$ cat config.mk
export PLATFORM = sky130hd
export DESIGN_NAME = rr_ticket_arbiter
export DESIGN_NICKNAME = d
export VERILOG_FILES = /design/src/rtl/rr_ticket_arbiter_pkg.sv /design/src/rtl/rr_ticket_arbiter_rr_pick.sv /design/src/rtl/rr_ticket_arbiter.sv
export SDC_FILE = /design/constraint.sdc
export NUM_CORES = 1
export LEC_CHECK = 0
export ABC_AREA = 1
export BUFFER_PORTS_ARGS = -buffer_cell sky130_fd_sc_hd__buf_2
export CAP_MARGIN = 5
export CORE_MARGIN = 2
export CORE_UTILIZATION = 40
export DETAILED_ROUTE_END_ITERATION = 8
export SYNTH_ARGS = -nofsm -noshare
export SYNTH_HDL_FRONTEND = slang
export SYNTH_SLANG_ARGS = --single-unit
export TNS_END_PERCENT = 10
$ cat constraint.sdc
create_clock -name clk -period 4.4 [get_ports clk]
set_clock_uncertainty 0.15 [all_clocks]
set_input_delay 0.88 -clock clk [delete_from_list [all_inputs] [get_ports clk]]
set_output_delay 0.88 -clock clk [all_outputs]
set_load 0.02 [all_outputs]
$ cat src/rtl/rr_ticket_arbiter_pkg.sv
// Shared types and defaults for the round-robin ticket arbiter.
// Holds the FSM encoding, default sizes and the index-width helper.
package rr_ticket_arbiter_pkg;

   typedef enum logic {
      StArb = 1'b0,
      StGnt = 1'b1
   } state_e;

   localparam int unsigned DefNReq = 4;
   localparam int unsigned DefW    = 8;
   localparam int unsigned MaxReq  = 16;

   // Width of a requester index; never below one bit.
   function automatic int unsigned idx_width(input int unsigned n);
      return (n > 1) ? $clog2(n) : 1;
   endfunction

endpackage

$ cat src/rtl/rr_ticket_arbiter_rr_pick.sv
// Combinational round-robin picker: first asserted request at or above
// the pointer, searching upward modulo N_REQ.
module rr_ticket_arbiter_rr_pick
   import rr_ticket_arbiter_pkg::*;
#(
   parameter int unsigned N_REQ = DefNReq,
   parameter int unsigned PtrW  = idx_width(N_REQ)
) (
   input  logic [N_REQ-1:0] req_i,
   input  logic [PtrW-1:0]  ptr_i,
   output logic [N_REQ-1:0] winner_oh_o,
   output logic [PtrW-1:0]  winner_idx_o,
   output logic             any_o
);

   int unsigned idx;

   always_comb begin
      winner_oh_o  = '0;
      winner_idx_o = '0;
      any_o        = 1'b0;
      idx          = 0;
      for (int unsigned k = 0; k < N_REQ; k++) begin
         idx = (32'(ptr_i) + k) % N_REQ;
         if (!any_o && req_i[PtrW'(idx)]) begin
            any_o        = 1'b1;
            winner_idx_o = PtrW'(idx);
            winner_oh_o  = N_REQ'(1) << idx;
         end
      end
   end

endmodule

$ cat src/rtl/rr_ticket_arbiter.sv
// Round-robin arbiter handing out tickets from one shared sequence counter.
// Two-state handshake: ARB decides and registers the grant, GNT presents it.
module rr_ticket_arbiter
   import rr_ticket_arbiter_pkg::*;
#(
   parameter int unsigned N_REQ = DefNReq,
   parameter int unsigned W     = DefW
) (
   input  logic             clk,
   input  logic             reset,
   input  logic [N_REQ-1:0] req,
   input  logic             hold,
   input  logic             clear,
   output logic [N_REQ-1:0] gnt,
   output logic [W-1:0]     ticket,
   output logic             busy,
   output logic             wrap,
   output logic [W-1:0]     count
);

   localparam int unsigned     PtrW    = idx_width(N_REQ);
   localparam logic [PtrW-1:0] LastIdx = PtrW'(N_REQ - 1);

   state_e           state_q, state_d;
   logic [PtrW-1:0]  ptr_q, ptr_d;
   logic [W-1:0]     count_q, count_d;
   logic [W-1:0]     ticket_q, ticket_d;
   logic [N_REQ-1:0] gnt_q, gnt_d;
   logic             wrap_q, wrap_d;

   logic [N_REQ-1:0] winner_oh;
   logic [PtrW-1:0]  winner_idx;
   logic             any_req;

   rr_ticket_arbiter_rr_pick #(
      .N_REQ (N_REQ),
      .PtrW  (PtrW)
   ) u_rr_pick (
      .req_i        (req),
      .ptr_i        (ptr_q),
      .winner_oh_o  (winner_oh),
      .winner_idx_o (winner_idx),
      .any_o        (any_req)
   );

   always_comb begin
      state_d  = state_q;
      ptr_d    = ptr_q;
      count_d  = count_q;
      ticket_d = '0;
      gnt_d    = '0;
      wrap_d   = 1'b0;
      unique case (state_q)
         StArb: begin
            if (!hold && any_req) begin
               state_d  = StGnt;
               gnt_d    = winner_oh;
               ticket_d = count_q;
               ptr_d    = (winner_idx == LastIdx) ? '0 : winner_idx + 1'b1;
               count_d  = count_q + 1'b1;
               wrap_d   = (count_q == '1);
            end
         end
         StGnt: begin
            state_d = StArb;
         end
         default: begin
            state_d = StArb;
         end
      endcase
      // Clear wins over the increment and suppresses the wrap pulse.
      if (clear) begin
         count_d = '0;
         wrap_d  = 1'b0;
      end
   end

   always_ff @(posedge clk or negedge reset) begin
      if (!reset) begin
         state_q  <= StArb;
         ptr_q    <= '0;
         count_q  <= '0;
         ticket_q <= '0;
         gnt_q    <= '0;
         wrap_q   <= 1'b0;
      end else begin
         state_q  <= state_d;
         ptr_q    <= ptr_d;
         count_q  <= count_d;
         ticket_q <= ticket_d;
         gnt_q    <= gnt_d;
         wrap_q   <= wrap_d;
      end
   end

   assign gnt    = gnt_q;
   assign ticket = ticket_q;
   assign busy   = (state_q == StGnt);
   assign wrap   = wrap_q;
   assign count  = count_q;

endmodule

; ---- Word level (Yosys, flattened, before mapping)
; Index checks and enable logic that the tools add are counted.
[op_classes]
add_sub_neg = 5
order_cmp = 4
eq_ne = 3
shifts = 4
n_mux = 33
bitwise = 1
n_reduce_logical = 11
[ops]
columns = cell, n
row1 = 8-bit 2-to-1 mux, 5
row2 = 4-bit 2-to-1 mux, 6
row3 = "1-bit by 2-bit << shifter with 4-bit output, first input constant", 4
row4 = "2-bit by 3-bit < comparator with 1-bit output, second input constant", 4
row5 = 1-bit 2-to-1 mux, 12
row6 = 2-bit 2-to-1 mux, 5
row7 = "8-bit by 1-bit adder with 8-bit output, second input constant", 1
row8 = 1-bit binary-select mux with 2-bit select, 4
row9 = "8-bit equality test, second input constant", 1
row10 = "2-bit by 1-bit adder with 2-bit output, second input constant", 2
row11 = "2-bit adder, second input constant", 2
row12 = 1-bit logical AND, 4
row13 = 1-bit zero test, 4
row14 = 2-bit AND reduction, 2
row15 = "2-bit equality test, second input constant", 1
row16 = "2-bit inequality test, second input constant", 1
row17 = 1-bit one-hot mux with 2 select lines, 1
row18 = 2-bit nonzero test, 1
row19 = 1-bit NOT, 1
[totals]
ff_bits = 24
inputBits = 8
elab_cells = 67

; ---- Depth between registers and ports, before layout
[logic_depth]
depth_word = 16
depth_mapped = 13
ltp_nobuf = 12

; ---- Hierarchy
; A second synthesis with hierarchy kept.
[hier_totals]
cells_unflattened = 176
hier_area_um2 = 1378.8
[by_module_without_submodules]
columns = module, n_inst, cells_per_inst, area_per_inst_um2, seq_area_each_um2
row1 = rr_ticket_arbiter, 1, 103, 955.9, 600.6
row2 = rr_ticket_arbiter_rr_pick, 1, 73, 422.9, 0.0

; ---- Worst setup path before layout
; OpenSTA, ideal clock, no wires.
[synth_path]
path_kind = flip-flop to flip-flop
start = register ptr_q[0]
end = register ptr_q[1]
setup_time_ps = 124
arrival_time_ps = 1749
setup_slack_ps = 2377
stages_incl_launch_ff = 13
path_buffers = 2
synth_period_minus_slack_ps = 2023
cell_sequence = dfrtp_1 -> buf_6 -> inv_8 -> ha_1 -> inv_2 -> nand3_2 -> nand2_4 -> nand4_2 -> buf_6 -> nor2_4 -> nor2_1 -> nand2_1 -> nand3_1
[synth_between]
elab_chain_len = 14
[synth_rtl]
columns = item, line_no
row1 = "start, declared", rr_ticket_arbiter.sv:25  ; logic [PtrW-1:0] ptr_q, ptr_d;
row2 = "start signal, assigned", rr_ticket_arbiter.sv:88  ; ptr_q <= ptr_d;
row3 = "parallel branches: the longest is 14 deep, another holds 2-bit by 1-bit adder with 2-bit output", -
; Several ways; the timed one is not identified. The select of a mux whose other input is x is not followed.
; A chain may end at the register's enable or synchronous reset.

; ---- Worst setup path in the final report
; Ends and elaborated chain as after synthesis.

==> out/metrics.cfg <==
[sta]
setup_viol = 0
worst_pin_slew_ns = 0.520
max_slew_margin = 0.654
tns_ns = 0
max_freq_mhz = 402
slew_viol_final = 0
hold_viol = 0
rsz0062_at_grt = false
hold_ws_ns = 0.424
fin_crit_sh = 0.565
finalCriticalPeriod_ns = 2.49

[min_path]
holdPathEnd = ticket[6]$_DFF_PN0_
hold_path.class = register to register
hold_path_depth = 2
min-delay-start = count[6]$_DFFE_PN0P_

[routing]
drt_iter0_drc = 75
drt_wl_total_um = 2930
drt.antenna.violating_nets = 0
drc = 0
routed_via_density = 4.76
dr.pass1.iters = 4
routedWlPerCell_um = 11.0
via_count = 1272

[floorplan]
io_pins = 30
die_h_um = 65.5
fp.dieW_um = 65.5
initial_utilization = 0.414
core_mm2 = 0.00366
die_area_mm2 = 0.00429
rows = 22

[cells_and_area]
final_util = 0.478
drive_above_1_share = 0.269
nNetsFinal = 234
multiInputGateArea_um2 = 748
diodes = 0
fillers = 375
regArea_um2 = 601
areaGrowthSynthToFinish_pct = 15.7

[yosys]
synth_top_cell_by_area = dfrtp_1
synth_nets = 204
synth.distinct_cells = 28
synth_seq_cells = 24
synth.avg_cell_area_um2 = 7.97
seq_area_frac_synth = 0.397
yosys_warnings = 0
synthTopCellsByArea = dfrtp_1 40%, nand2_1 7.9%, nor2_1 6.9%
syn_area_mm2 = 0.00151
synthCells = 190
synth_top_area_share = 0.397

[grt]
grt_max_degree = 25
grt_remaining_overflow = 0
grtUsageTotal = 0.145
grt_pass1_wl_um = 4860
grt_pass1_vias = 1146
antenna_found_initial = 0

[outcome]
status = completed

[power]
p_per_area_mw_per_mm2 = 628
vdd_drop_max_uv = 262
total_leakage_power_nw = 0.930

[critical_path]
worstPathArrival_ns = 2.54
critPathKind = register to register
end_kind = register
worstReg2RegEnd = ptr_q[1]$_DFFE_PN0P_
r2r_setup_slack_ns = 1.91
worstPathMaxFanout = 12
r2r_cells = 11
cp.required_ns = 4.45
startpoint_type = register
r2r-start = ptr_q[0]$_DFFE_PN0P_

[clocking]
clk_latency_ns = 0.26
cts_buffers = 3
cts_tree = yes
cts.path.max_buffers = 2
postCtsSetupBuffers = 0
cts_root_buf = clkbuf_8
clk_pin_slew_ns = 0.09
cts-hold-fix-buffers = 0
cts-resized-gates = 0
htree_levels = 1
clock-sinks = 24

[place]
dp_hpwl_um = 2290
portBuffers = 29
gp_congestion = 0.785

[run]
maxCapViolCount = 0

==> registers in the layout, summed over array words and instances (netlist names) <==
register / count
count: 8
ptr_q: 2
busy: 1
wrap: 1
ticket: 8
gnt: 4
==> routing by layer <==
layer  routed length (um)  part of all wire  vias to the layer above  global-route usage
li1                     -                 -                      656                   -
met1                 1300              0.44                      590               0.172
met2                 1530              0.52                       24               0.260
met3                   68             0.023                        2              0.0120
met4                   32             0.011                        0              0.0703
met5                    0                 0                        -                   0
==> report_power, final <==
group          switching (W)  leakage, nW  internal, W
Clock              0.0000708       0.0357     0.000122
Combinational       0.000404        0.568     0.000197
Sequential         0.0000496        0.326     0.000257
Total               0.000524        0.930     0.000575
==> cell type report <==
class,count,share of cell area
well taps,48,0.0343
repair buffers,29,0.0829
clock buffers,3,0.0236
flip-flops and latches,24,0.343
multi-input cells,131,0.427
inverters,31,0.0721
clock inverters,1,0.0171
==> cell usage after synthesis (all sizes together) <==
cell and n:
a211oi 1, a21oi 6, buf 4, dfrtp 24, ha 6, inv 31
nand2 41, nand3 13, nand4 4, nor2 30, nor3 5, o21ai 18
o22ai 3, xor2 4
==> through the flow <==
step	worst slack (ns)	std cells	power [W]	area (um^2)
after global placement	1.96	263	0.000918	1680
after global routing	1.71	267	0.00120	1750
after CTS	1.89	267	0.00111	1750
final	1.91	267	0.00110	1750
after detailed placement	1.91	263	0.000917	1680
after floorplan	2.38	190	0.000817	1510
==> worst max-delay path by stage <==
stage | endpoint | start | slack (ns) | depth (start not counted)
3_5_place_dp | count[0]$_DFFE_PN0P_ | ptr_q[0]$_DFFE_PN0P_ | 1.91 | 10
3_3_place_gp | ptr_q[1]$_DFFE_PN0P_ | ptr_q[0]$_DFFE_PN0P_ | 1.96 | 11
6_report | ptr_q[1]$_DFFE_PN0P_ | ptr_q[0]$_DFFE_PN0P_ | 1.91 | 11
2_1_floorplan | ptr_q[1]$_DFFE_PN0P_ | ptr_q[0]$_DFFE_PN0P_ | 2.38 | 12
5_1_grt | ptr_q[1]$_DFFE_PN0P_ | ptr_q[0]$_DFFE_PN0P_ | 1.71 | 11
4_1_cts | ptr_q[1]$_DFFE_PN0P_ | ptr_q[0]$_DFFE_PN0P_ | 1.89 | 11
==> kinds of logic after synthesis <==
family                   count (synthesis)  synth area share
buffers and inverters                   35             0.109
AO/OA/AOI/OAI                           28             0.102
flip-flops                              24             0.397
AND/OR/NAND/NOR                         93             0.319
adder cells (fa/ha/maj)                  6            0.0496
XOR/XNOR                                 4            0.0231
==> worst max-delay path: stages (launching register included) <==
cell,delay [ns]
dfrtp_1,0.66
inv_8,0.09
ha_1,0.38
inv_2,0.14
nand3_2,0.10
nand2_4,0.11
nand4_2,0.28
nand2_1,0.17
nand2_1,0.06
nor2_1,0.13
nand2_1,0.07
nand3_1,0.08
==> cells in the final DEF, fill, tap and decap left out, types with 2 or more instances in the layout <==
master and instances:
nand2_1 32, xor2_1 4, o21ai_1 6, ha_1 6, clkbuf_8 3, inv_1 24, nand2_4 4, nor3_1 5
buf_2 29, nor2_1 28, inv_2 5, nand3_1 9, o22ai_1 3, nand3_2 3, a21oi_1 6, o21ai_0 11
nand4_1 2, nand2_2 5, dfrtp_1 24
No activity file was read; power rests on OpenSTA's default activity.
